--- config.mk ---
export PLATFORM = sky130hd
export DESIGN_NAME = serial_alu_ctrl
export DESIGN_NICKNAME = d
export VERILOG_FILES = /design/src/rtl/serial_alu_ctrl.sv
export SDC_FILE = /design/constraint.sdc
export NUM_CORES = 1
export LEC_CHECK = 0
export CAP_MARGIN = 20
export CORE_UTILIZATION = 51
export DETAILED_ROUTE_END_ITERATION = 8
export PLACE_DENSITY = 0.81
export SETUP_SLACK_MARGIN = 0.5
export SYNTH_ARGS = -nofsm -noshare
export SYNTH_HDL_FRONTEND = slang
export SYNTH_SLANG_ARGS = --single-unit
--- constraint.sdc ---
create_clock -name clk -period 1.8 [get_ports clk]
set_input_delay 0.36 -clock clk [delete_from_list [all_inputs] [get_ports clk]]
set_output_delay 0.36 -clock clk [all_outputs]
set_load 0.05 [all_outputs]
--- src/rtl/serial_alu_ctrl.sv ---
// serial_alu_ctrl: bit-serial add/subtract sequencer for a 1-bit full-adder slice.
// Feeds one operand bit pair per cycle, LSB first, carries between cycles and
// assembles the sum in a right-shifting result register, then reports flags.
module serial_alu_ctrl #(
  parameter int unsigned WIDTH = 32
) (
  input  logic             clk,
  input  logic             reset_n,
  input  logic             start,
  input  logic             op_sub,
  input  logic [WIDTH-1:0] a,
  input  logic [WIDTH-1:0] b,
  output logic             fa_a,
  output logic             fa_b,
  output logic             fa_cin,
  input  logic             fa_sum,
  input  logic             fa_cout,
  output logic             busy,
  output logic             done,
  output logic [WIDTH-1:0] result,
  output logic             c_out,
  output logic             overflow,
  output logic             zero
);

  localparam int unsigned CNT_W = (WIDTH > 1) ? $clog2(WIDTH) : 1;
  localparam logic [CNT_W-1:0] LAST_BIT = CNT_W'(WIDTH - 1);

  typedef enum logic [1:0] {
    IDLE = 2'd0,
    RUN  = 2'd1,
    DONE = 2'd2
  } state_t;

  state_t           state;
  logic [WIDTH-1:0] a_sr;
  logic [WIDTH-1:0] b_sr;
  logic             carry;
  logic [CNT_W-1:0] cnt;
  logic [WIDTH-1:0] next_result;

  // Adder slice is driven only while bits are being processed
  assign fa_a   = (state == RUN) & a_sr[0];
  assign fa_b   = (state == RUN) & b_sr[0];
  assign fa_cin = (state == RUN) & carry;

  // Result as it will look after the current bit is shifted in
  assign next_result = {fa_sum, result[WIDTH-1:1]};

  // Sequencer: state, operand shifters, carry, counter and registered flags
  always_ff @(posedge clk) begin
    if (!reset_n) begin
      state    <= IDLE;
      a_sr     <= '0;
      b_sr     <= '0;
      carry    <= 1'b0;
      cnt      <= '0;
      busy     <= 1'b0;
      done     <= 1'b0;
      result   <= '0;
      c_out    <= 1'b0;
      overflow <= 1'b0;
      zero     <= 1'b0;
    end else begin
      case (state)
        IDLE: begin
          if (start) begin
            // Subtract is a + ~b + 1: invert B and seed the carry
            a_sr     <= a;
            b_sr     <= op_sub ? ~b : b;
            carry    <= op_sub;
            cnt      <= '0;
            result   <= '0;
            c_out    <= 1'b0;
            overflow <= 1'b0;
            zero     <= 1'b0;
            busy     <= 1'b1;
            state    <= RUN;
          end
        end
        RUN: begin
          a_sr   <= a_sr >> 1;
          b_sr   <= b_sr >> 1;
          result <= next_result;
          carry  <= fa_cout;
          if (cnt == LAST_BIT) begin
            // MSB carry-in vs carry-out gives signed overflow
            c_out    <= fa_cout;
            overflow <= carry ^ fa_cout;
            zero     <= (next_result == '0);
            done     <= 1'b1;
            state    <= DONE;
          end else begin
            cnt <= cnt + CNT_W'(1);
          end
        end
        DONE: begin
          done  <= 1'b0;
          busy  <= 1'b0;
          state <= IDLE;
        end
        default: begin
          done  <= 1'b0;
          busy  <= 1'b0;
          state <= IDLE;
        end
      endcase
    end
  end

endmodule

# After elaboration in Yosys (flattened, before gate mapping)

Cells that the tools add are included.

$add $sub $neg: 1
Equal/unequal tests: 5
Multiplexer cells: 26
Bitwise operators: 7
Reduce and logical (&&, ||, !) cells: 9

Operators by type and width:

| operator                                                                | count |
|---|---|
| 32-bit one-hot mux with 2 select lines                                  | 3 |
| 32-bit 2-to-1 mux                                                       | 4 |
| 32-bit zero test                                                        | 1 |
| 32-bit NOT                                                              | 1 |
| 1-bit one-hot mux with 2 select lines                                   | 6 |
| 5-bit 2-to-1 mux                                                        | 2 |
| 5-bit one-hot mux with 2 select lines                                   | 1 |
| 2-bit AND reduction                                                     | 4 |
| 1-bit 2-to-1 mux                                                        | 7 |
| 3-bit AND reduction                                                     | 2 |
| 5-bit by 1-bit adder with 5-bit output, second input constant           | 1 |
| 5-bit == test, second input constant                                    | 1 |
| 2-bit 2-to-1 mux                                                        | 2 |
| 2-bit inequality test, second input constant                            | 2 |
| 2-bit one-hot mux with 2 select lines                                   | 1 |
| 1-bit AND                                                               | 3 |
| 2-bit by 1-bit == test with 1-bit output, second input constant         | 1 |
| 2-bit zero test                                                         | 1 |
| 2-bit by 1-bit inequality test with 1-bit output, second input constant | 1 |
| 1-bit NOT                                                               | 2 |
| 2-bit nonzero test                                                      | 1 |
| 1-bit bitwise XOR                                                       | 1 |

Register bits: 109
Input port bits: 70
Output and inout bits: 40
Word-level logic and storage cells: 59

# Logic depth before layout (Yosys ltp)

Gate-level depths: netlist (run 1).

Word-level depth: 4
Gate-level depth with buffers: 7
Mapped depth without buffers: 7

# Least setup slack after synthesis (run 1)

Ideal clock, no wire load.

Path kind: flip-flop to output port
Start point: reg state[0]
End point: out fa_a
Arrival: 1299 ps
Data required time: 1440 ps
Path slack: 141 ps
Cell stages (with the launch flop): 6
Path buffers: 3
Cell sequence: dfxtp_1 buf_4 and2b_4 buf_4 buf_4 and2_1

Word-level cells in the longest chain between the ends: 2

RTL lines:

| what                                     | line | RTL |
|---|---|---|
| from (decl)                              | 35   | `state_t state;` |
| from (signal assigned)                   | 53   | `state <= IDLE;` |
| from (signal assigned)                   | 78   | `state <= RUN;` |
| from (signal assigned)                   | 92   | `state <= DONE;` |
| 2-bit by 1-bit == test with 1-bit output | 43   | `assign fa_a = (state == RUN) & a_sr[0];` |
| 1-bit AND                                | 43   |  |
| to (decl)                                | 13   | `output logic fa_a,` |

No other way between the ends.

# Worst setup path in the final report (run 1)

Start point: reg state[1]
End point: out fa_cin

Word-level cells in the longest chain between the ends: 2

RTL lines:

| what                                     | line | RTL |
|---|---|---|
| 2-bit by 1-bit == test with 1-bit output | 45   | `assign fa_cin = (state == RUN) & carry;` |
| 1-bit AND                                | 45   |  |
| to (decl)                                | 15   | `output logic fa_cin,` |

No other way between the ends.

==> results of run 1 <==
## repair_timing
item	in CTS	in global routing
endpoints found under the setup margin	141	147
setup buffers	5	12
pin swaps	2	16
resized for setup	12	144
cloned	1	4
## stage by stage
step | worst slack [ns] | utilization, % | hold WS [ns] | TNS (ns) | power [mW]
floorplan | 0.289 | - | 0.459 | 0 | 3.37
global placement | -0.372 | 65.5 | 0.469 | -11.53 | 3.65
detailed placement | -0.398 | 65.5 | 0.471 | -13.36 | 3.67
CTS | 0.0594 | 68.7 | 0.393 | 0 | 5.11
global route | 0.0254 | 75.7 | 0.399 | 0 | 5.39
finish | 0.0821 | 75.7 | 0.411 | 0 | 5.16
## synth_stat cells, drive strengths merged
master   number
a21o          1
a21oi         4
a22o          1
a22oi        35
a2bb2oi      32
a311oi       32
a31o          1
and2          3
and2b         1
and3          2
buf          39
clkbuf       11
dfxtp       109
ha            2
inv           4
mux2i         2
nand2        69
nand2b        1
nand3         1
nand4         3
nor2         79
nor2b         2
nor3          3
nor3b         1
nor4          8
o21ai         2
o221a        31
xnor2        32
xor2          3
## final cells by class
| cell class | instances | area share [%] |
|---|---|---|
| Antenna cell | 1 | 0.0354 |
| Clock inverter | 6 | 0.744 |
| Timing Repair Buffer | 147 | 23.8 |
| Tap cell | 129 | 2.29 |
| Sequential cell | 109 | 32.5 |
| Clock buffer | 10 | 1.95 |
| Inverter | 4 | 0.213 |
| Multi-Input combinational cell | 352 | 38.5 |
## flip-flops by register name, indices dropped and copies added (netlist names)
register / cells
a_sr: 32
b_sr: 32
result: 32
cnt: 5
state: 2
busy: 1
c_out: 1
carry: 1
done: 1
overflow: 1
zero: 1
## worst max path at each step
stage / slack [ns] / depth (start not counted) / endpoint / startpoint
final: 0.08 / 4 / fa_cin / state[1]
after detailed placement: -0.40 / 5 / result[31] / start
after global routing: 0.03 / 7 / cnt[3] / cnt[0]
after CTS: 0.06 / 4 / fa_cin / state[1]
after global placement: -0.37 / 5 / result[13] / start
after floorplan: 0.29 / 7 / cnt[3] / cnt[0]
## routing by layer
layer / track usage [%] / wire, um / part of all wire [%]
met1: 31.4 / 5920 / 46
met2: 37.9 / 6350 / 49
met3: 4.44 / 606 / 4.7
met4: 6.58 / 123 / 0.95
met5: 0 / 0 / 0
## power by group through the flow
stage          Combinational, mW  Sequential [mW]  Clock (mW)
6_report                    1.11             2.62        1.44
5_1_grt                     1.19             2.64        1.57
4_1_cts                     1.01             2.65        1.44
3_5_place_dp               0.966             2.71           0
3_3_place_gp               0.947             2.70           0
2_1_floorplan              0.666             2.70           0
## kinds of logic (layout without fill, tap and decap cells)
kind of cell | after synthesis | count (layout) | share of synthesized area [%]
AND/OR/NAND/NOR | 173 | 174 | 14.7
AO/OA/AOI/OAI | 139 | 139 | 28.6
flip-flops | 109 | 109 | 43.9
buffers and inverters | 54 | 167 | 5.72
XOR/XNOR | 35 | 35 | 6.17
adder cells (fa/ha/maj) | 2 | 2 | 0.504
multiplexers | 2 | 2 | 0.403
other | 0 | 1 | 0
## worst max-delay path: cells and delay by family (launching register included)
family / cells / cell delay (ns)
buf+inv: 2 / 0.25
flops: 1 / 0.34
simple gates: 2 / 0.40
==> reports/qor.csv, run 1 <==
stage,metric,value,unit
run_status,status,"finished, final reports clean",
global_route,global-route wire length before repair,19000,um
logic_synthesis,Post-Syn Instances,514,
power_and_ir_drop,worst ir drop on vdd,0.494,mV
clock_network,"Reg clk slew, reported paths",0.10,ns
worst_setup_path,Crit Path Max Fanout,5,
final_layout,final instance area,0.00706,mm^2
worst_setup_path,Required @ worst endpoint,1.44,ns
sta,Fin. Hold Viols,0,
final_layout,layout cells sized above 1,37.3,%
logic_synthesis,synthesized netlist net count,586,
logic_synthesis,#FFs+latches synth,109,
route,routed vias,4443,
worst_setup_path,Critical Path Max Stage Delay,0.34,ns
sta,final clock skew,0.0104,ns
power_and_ir_drop,switching power,1.47,mW
worst_setup_path,crit path kind,reg -> out,
logic_synthesis,Ys Warns,0,
clock_network,Clock H-tree levels,3,
flow_run,Max Cap Viol,0,
hold_path,Worst Hold End,carry,
power_and_ir_drop,register share of total power,50.7,%
logic_synthesis,syn avg cell area,9.66,um^2
hold_path,min-delay src,op_sub,
logic_synthesis,register area share after synthesis,43.9,%
floorplanning,Die Area,0.0101,mm^2
final_layout,most frequent cells in the layout,"74 x nor2_1, 70 x dfxtp_1, 69 x nand2_1",
worst_setup_path,launching point of the worst reg2reg path,state[1],
floorplanning,total core area,0.00933,mm^2
sta,crit share post-route,95.4,%
floorplanning,DIE HEIGHT,101,um
hold_path,hold depth,3,
logic_synthesis,Syn Std Cell Area,0.00497,mm^2
power_and_ir_drop,power density over cell area,731,mW/mm^2
placed_design,Final HPWL DP,7190,um
worst_setup_path,slowest CP cell,dfxtp_2,
worst_setup_path,CP endpoint kind,primary output,
final_layout,fillers,628,
worst_setup_path,worst reg2reg setup slack,0.13,ns
route,Post-DRT Antenna Nets,0,
power_and_ir_drop,clock power share,27.8,%
logic_synthesis,top post-synthesis cells by area,"dfxtp_1 44%, a311oi_2 9.1%, o221a_2 6.1%",
clock_network,# hold bufs at CTS,0,
clock_network,TritonCTS clock tree,yes,
sta,fmax,0.582,GHz
clock_network,Num CTS Buffers,9,
final_layout,Final nets,695,
route,DR DRC count,0,
power_and_ir_drop,Sw Share,28.5,%
floorplanning,Die Wd,101,um
sta,Setup Viol. Count Final,0,
clock_network,clock latency on the worst-skew pair,0.37,ns
power_and_ir_drop,Pleak,2.66,nW
sta,Worst-Margin Slew,0.335,ns
sta,unrepaired setup endpoints after global routing,true,
hold_path,worst min-delay path class,in -> reg,
worst_setup_path,FF-to-FF End,cnt[0],
logic_synthesis,Cell variety after synth,36,
global_route,vias in the first global route,4012,
placed_design,PortBufs,109,
global_route,largest net degree at the start of global routing,42,
clock_network,Sink Count,109,
global_route,total global routing overflow,0,
power_and_ir_drop,Gate power share,21.5,%
worst_setup_path,Worst Path Arrival,1.36,ns
floorplanning,# rows,35,
final_layout,"most common cell after layout, fill and taps aside",nor2_1,
worst_setup_path,worst-path cell chain,"and2b_4, buf_12, and2_4, buf_8",
route,WL/cell,17.1,um
route,DRT Pass-1 Iters,4,
route,drt total wl,13000,um
floorplanning,IO Pins,110,
placed_design,Placed Area,0.00611,mm^2
logic_synthesis,share of Yosys cell area claimed by the top area cell type,43.9,%
placed_design,Final GP Congestion,0.737,
floorplanning,Initial Utilization,53.3,%
sta,Period minus WS final,1.72,ns
final_layout,area of the multi-input gates,0.00272,mm^2
worst_setup_path,reg2reg path depth,6,
route,1st-iter DRT viols,212,
power_and_ir_drop,internal power,3.69,mW
final_layout,FF/Latch Area,0.00230,mm^2
worst_setup_path,startpoint types,register,
final_layout,Finished Layout Cells,758,
route,Via density,5.86,
clock_network,root buf cell,clkbuf_8,
placed_design,Inst Count DP,719,
global_route,aggregate global-route resource usage,23.3,%
final_layout,synth-to-layout area growth,42.1,%
logic_synthesis,Synth area leader,dfxtp_1,
clock_network,Clock Path Buffers,2,
sta,Rel. slew slack,77.5,%
sta,max-slew violation count,0,
global_route,initial antenna violation count,0,
Power figures use the tool's default switching activity.
==> run 2: changes to the inputs <==
--- a/config.mk
+++ b/config.mk
@@ -6,9 +6,9 @@
 export NUM_CORES = 1
 export LEC_CHECK = 0
 export CAP_MARGIN = 20
-export CORE_UTILIZATION = 51
+export CORE_UTILIZATION = 50
 export DETAILED_ROUTE_END_ITERATION = 8
-export PLACE_DENSITY = 0.81
+export PLACE_DENSITY = 0.79
 export SETUP_SLACK_MARGIN = 0.5
 export SYNTH_ARGS = -nofsm -noshare
 export SYNTH_HDL_FRONTEND = slang
==> run 2 against run 1 <==
Compared with the run above:
- cell count increased by 1.6%
- highest routed layer unchanged
- core utilization decreased by 0.84 points
- largest cell class unchanged
- critical path type is now reg -> reg
- via count increased by 0.20%
- clock skew increased by 0.0041 ns
- power increased by 0.24%
==> reports/qor.csv, run 2 (synthesis gave the netlist of run 1 again) <==
stage,metric,value,unit,change
run_status,status,"finished, final reports clean",,
worst_setup_path,startpoint types,register,,
sta,Fin. Hold Viols,0,,unchanged
sta,Rel. slew slack,77.1,%,-0.42 points
global_route,global-route wire length before repair,18500,um,-2.9%
clock_network,Clock Path Buffers,2,,unchanged
power_and_ir_drop,Pleak,2.73,nW,+2.4%
sta,max-slew violation count,0,,unchanged
sta,Worst-Margin Slew,0.341,ns,+0.00672 ns
placed_design,Final GP Congestion,0.844,,+14%
route,WL/cell,17.7,um,+3.5%
flow_run,Max Cap Viol,0,,unchanged
floorplanning,IO Pins,110,,unchanged
final_layout,synth-to-layout area growth,45.9,%,
power_and_ir_drop,worst ir drop on vdd,0.469,mV,-5.1%
clock_network,root buf cell,clkbuf_8,,
route,1st-iter DRT viols,217,,+2.4%
route,DR DRC count,0,,unchanged
final_layout,fin util,74.8,%,-0.84 points
placed_design,PortBufs,109,,unchanged
global_route,aggregate global-route resource usage,22.3,%,-0.90 points
route,DRT Pass-1 Iters,6,,+2
route,Via density,5.78,,-1.4%
placed_design,Final HPWL DP,7430,um,+3.4%
floorplanning,DIE HEIGHT,102,um,+0.97%
global_route,initial antenna violation count,1,,+1
sta,unrepaired setup endpoints after global routing,true,,
sta,crit share post-route,99.7,%,+4.2 points
power_and_ir_drop,power density over cell area,714,mW/mm^2,-2.4%
clock_network,# hold bufs at CTS,0,,unchanged
worst_setup_path,CP endpoint kind,register,,
route,drt total wl,13700,um,+5.1%
clock_network,TritonCTS clock tree,yes,,
global_route,total global routing overflow,0,,unchanged
sta,final clock skew,0.0144,ns,+0.00409 ns
floorplanning,Die Wd,102,um,+0.97%
final_layout,"most common cell after layout, fill and taps aside",nor2_1,,
final_layout,layout cells sized above 1,39.6,%,+2.4 points
sta,Fin Hold WS,0.500,ns,+0.0886 ns
route,routed vias,4452,,+0.20%
final_layout,FF/Latch Area,0.00231,mm^2,+0.76%
clock_network,clock latency on the worst-skew pair,0.38,ns,about the same
sta,fmax,0.557,GHz,-4.2%
clock_network,Clock H-tree levels,3,,unchanged
floorplanning,total core area,0.00968,mm^2,+3.8%
clock_network,"Reg clk slew, reported paths",0.12,ns,+0.02 ns
final_layout,Regs by FF count,"a_sr: 32 flops, b_sr: 32 flops, result: 32 flops",,
final_layout,final instance area,0.00725,mm^2,+2.7%
placed_design,Placed Area,0.00613,mm^2,+0.37%
worst_setup_path,Required @ worst endpoint,2.12,ns,+0.68 ns
final_layout,most frequent cells in the layout,"76 x nor2_1, 70 x dfxtp_1, 68 x nand2_1",,
final_layout,Final nets,703,,+1.2%
worst_setup_path,crit path kind,reg -> reg,,
floorplanning,Initial Utilization,51.3,%,-2.0 points
global_route,vias in the first global route,3866,,-3.6%
global_route,largest net degree at the start of global routing,42,,unchanged
sta,Period minus WS final,1.79,ns,+0.0760 ns
final_layout,fillers,661,,+5.3%
clock_network,Num CTS Buffers,9,,unchanged
hold_path,worst min-delay path class,reg -> reg,,
floorplanning,# rows,36,,+2.9%
floorplanning,Die Area,0.0103,mm^2,+2.0%
worst_setup_path,Worst Path Arrival,2.11,ns,+0.75 ns
worst_setup_path,Crit Path Max Fanout,17,,+12
sta,Setup Viol. Count Final,0,,unchanged
final_layout,area of the multi-input gates,0.00276,mm^2,+1.4%
clock_network,Sink Count,109,,unchanged
route,Post-DRT Antenna Nets,0,,unchanged
## run 2: changes by cell type in the layout (fill, tap and decap cells not counted), sizes merged
cell      previous run  this run
buf                 77        86
bufbuf               1         0
clkinv               2         3
clkinvlp             0         1
inv                  8         7
nor2                80        79
## run 2: path summary, 6_finish.rpt
path              slack [ns]        to      from  cells past startpoint
setup / recovery       0.006      zero  state[1]                      8
hold / removal          0.50  a_sr[20]  a_sr[20]                      2
setup reg to reg       0.006      zero  state[1]                      8
hold reg to reg         0.50  a_sr[20]  a_sr[20]                      2
## run 2: per-stage QoR
stage | instances | power, mW | TNS [ns] | worst slack, ns
2_1_floorplan | 514 | 3.37 | 0 | 0.289
3_3_place_gp | 725 | 3.64 | -11.98 | -0.396
3_5_place_dp | 726 | 3.68 | -1.85 | -0.0989
4_1_cts | 748 | 5.12 | 0 | 0.0709
5_1_grt | 770 | 5.40 | -0.0129 | -0.0129
6_report | 770 | 5.18 | 0 | 0.00614
## run 2: report_power, final
part,total [mW],internal (mW),switching (mW)
clock network,1.46,0.541,0.916
registers,2.61,2.52,0.0892
logic,1.11,0.589,0.521
total,5.18,3.65,1.53
## run 2: worst max-delay path: stages (launching register included)
cell and delay [ns]:
dfxtp_2 0.34, and2b_4 0.26, buf_6 0.13, buf_4 0.11, buf_6 0.12, buf_12 0.17
nand4_1 0.13, nor3_1 0.30, a21o_1 0.17
## run 2: layout make-up
type | instances | share of cell area, %
Clock inverter | 7 | 0.932
Tap cell | 133 | 2.30
Timing Repair Buffer | 156 | 24.9
Multi-Input combinational cell | 351 | 38.0
Antenna cell | 1 | 0.0345
Clock buffer | 9 | 1.71
Sequential cell | 109 | 31.9
Inverter | 4 | 0.207
## run 2: repair_timing
action                     CTS  global route
gates resized for setup     11           190
gates cloned                 0             4
setup endpoints to repair  143           147
pin swaps                    4            36
setup buffers                6            17
## run 2: layer usage
metal / vias to the layer above / GRT usage, % / wire length (um)
met5: - / 0 / 0
met4: 0 / 9.03 / 309
met3: 27 / 4.07 / 665
met2: 134 / 36.6 / 6750
met1: 2180 / 29.1 / 5940
li1: 2111 / - / -
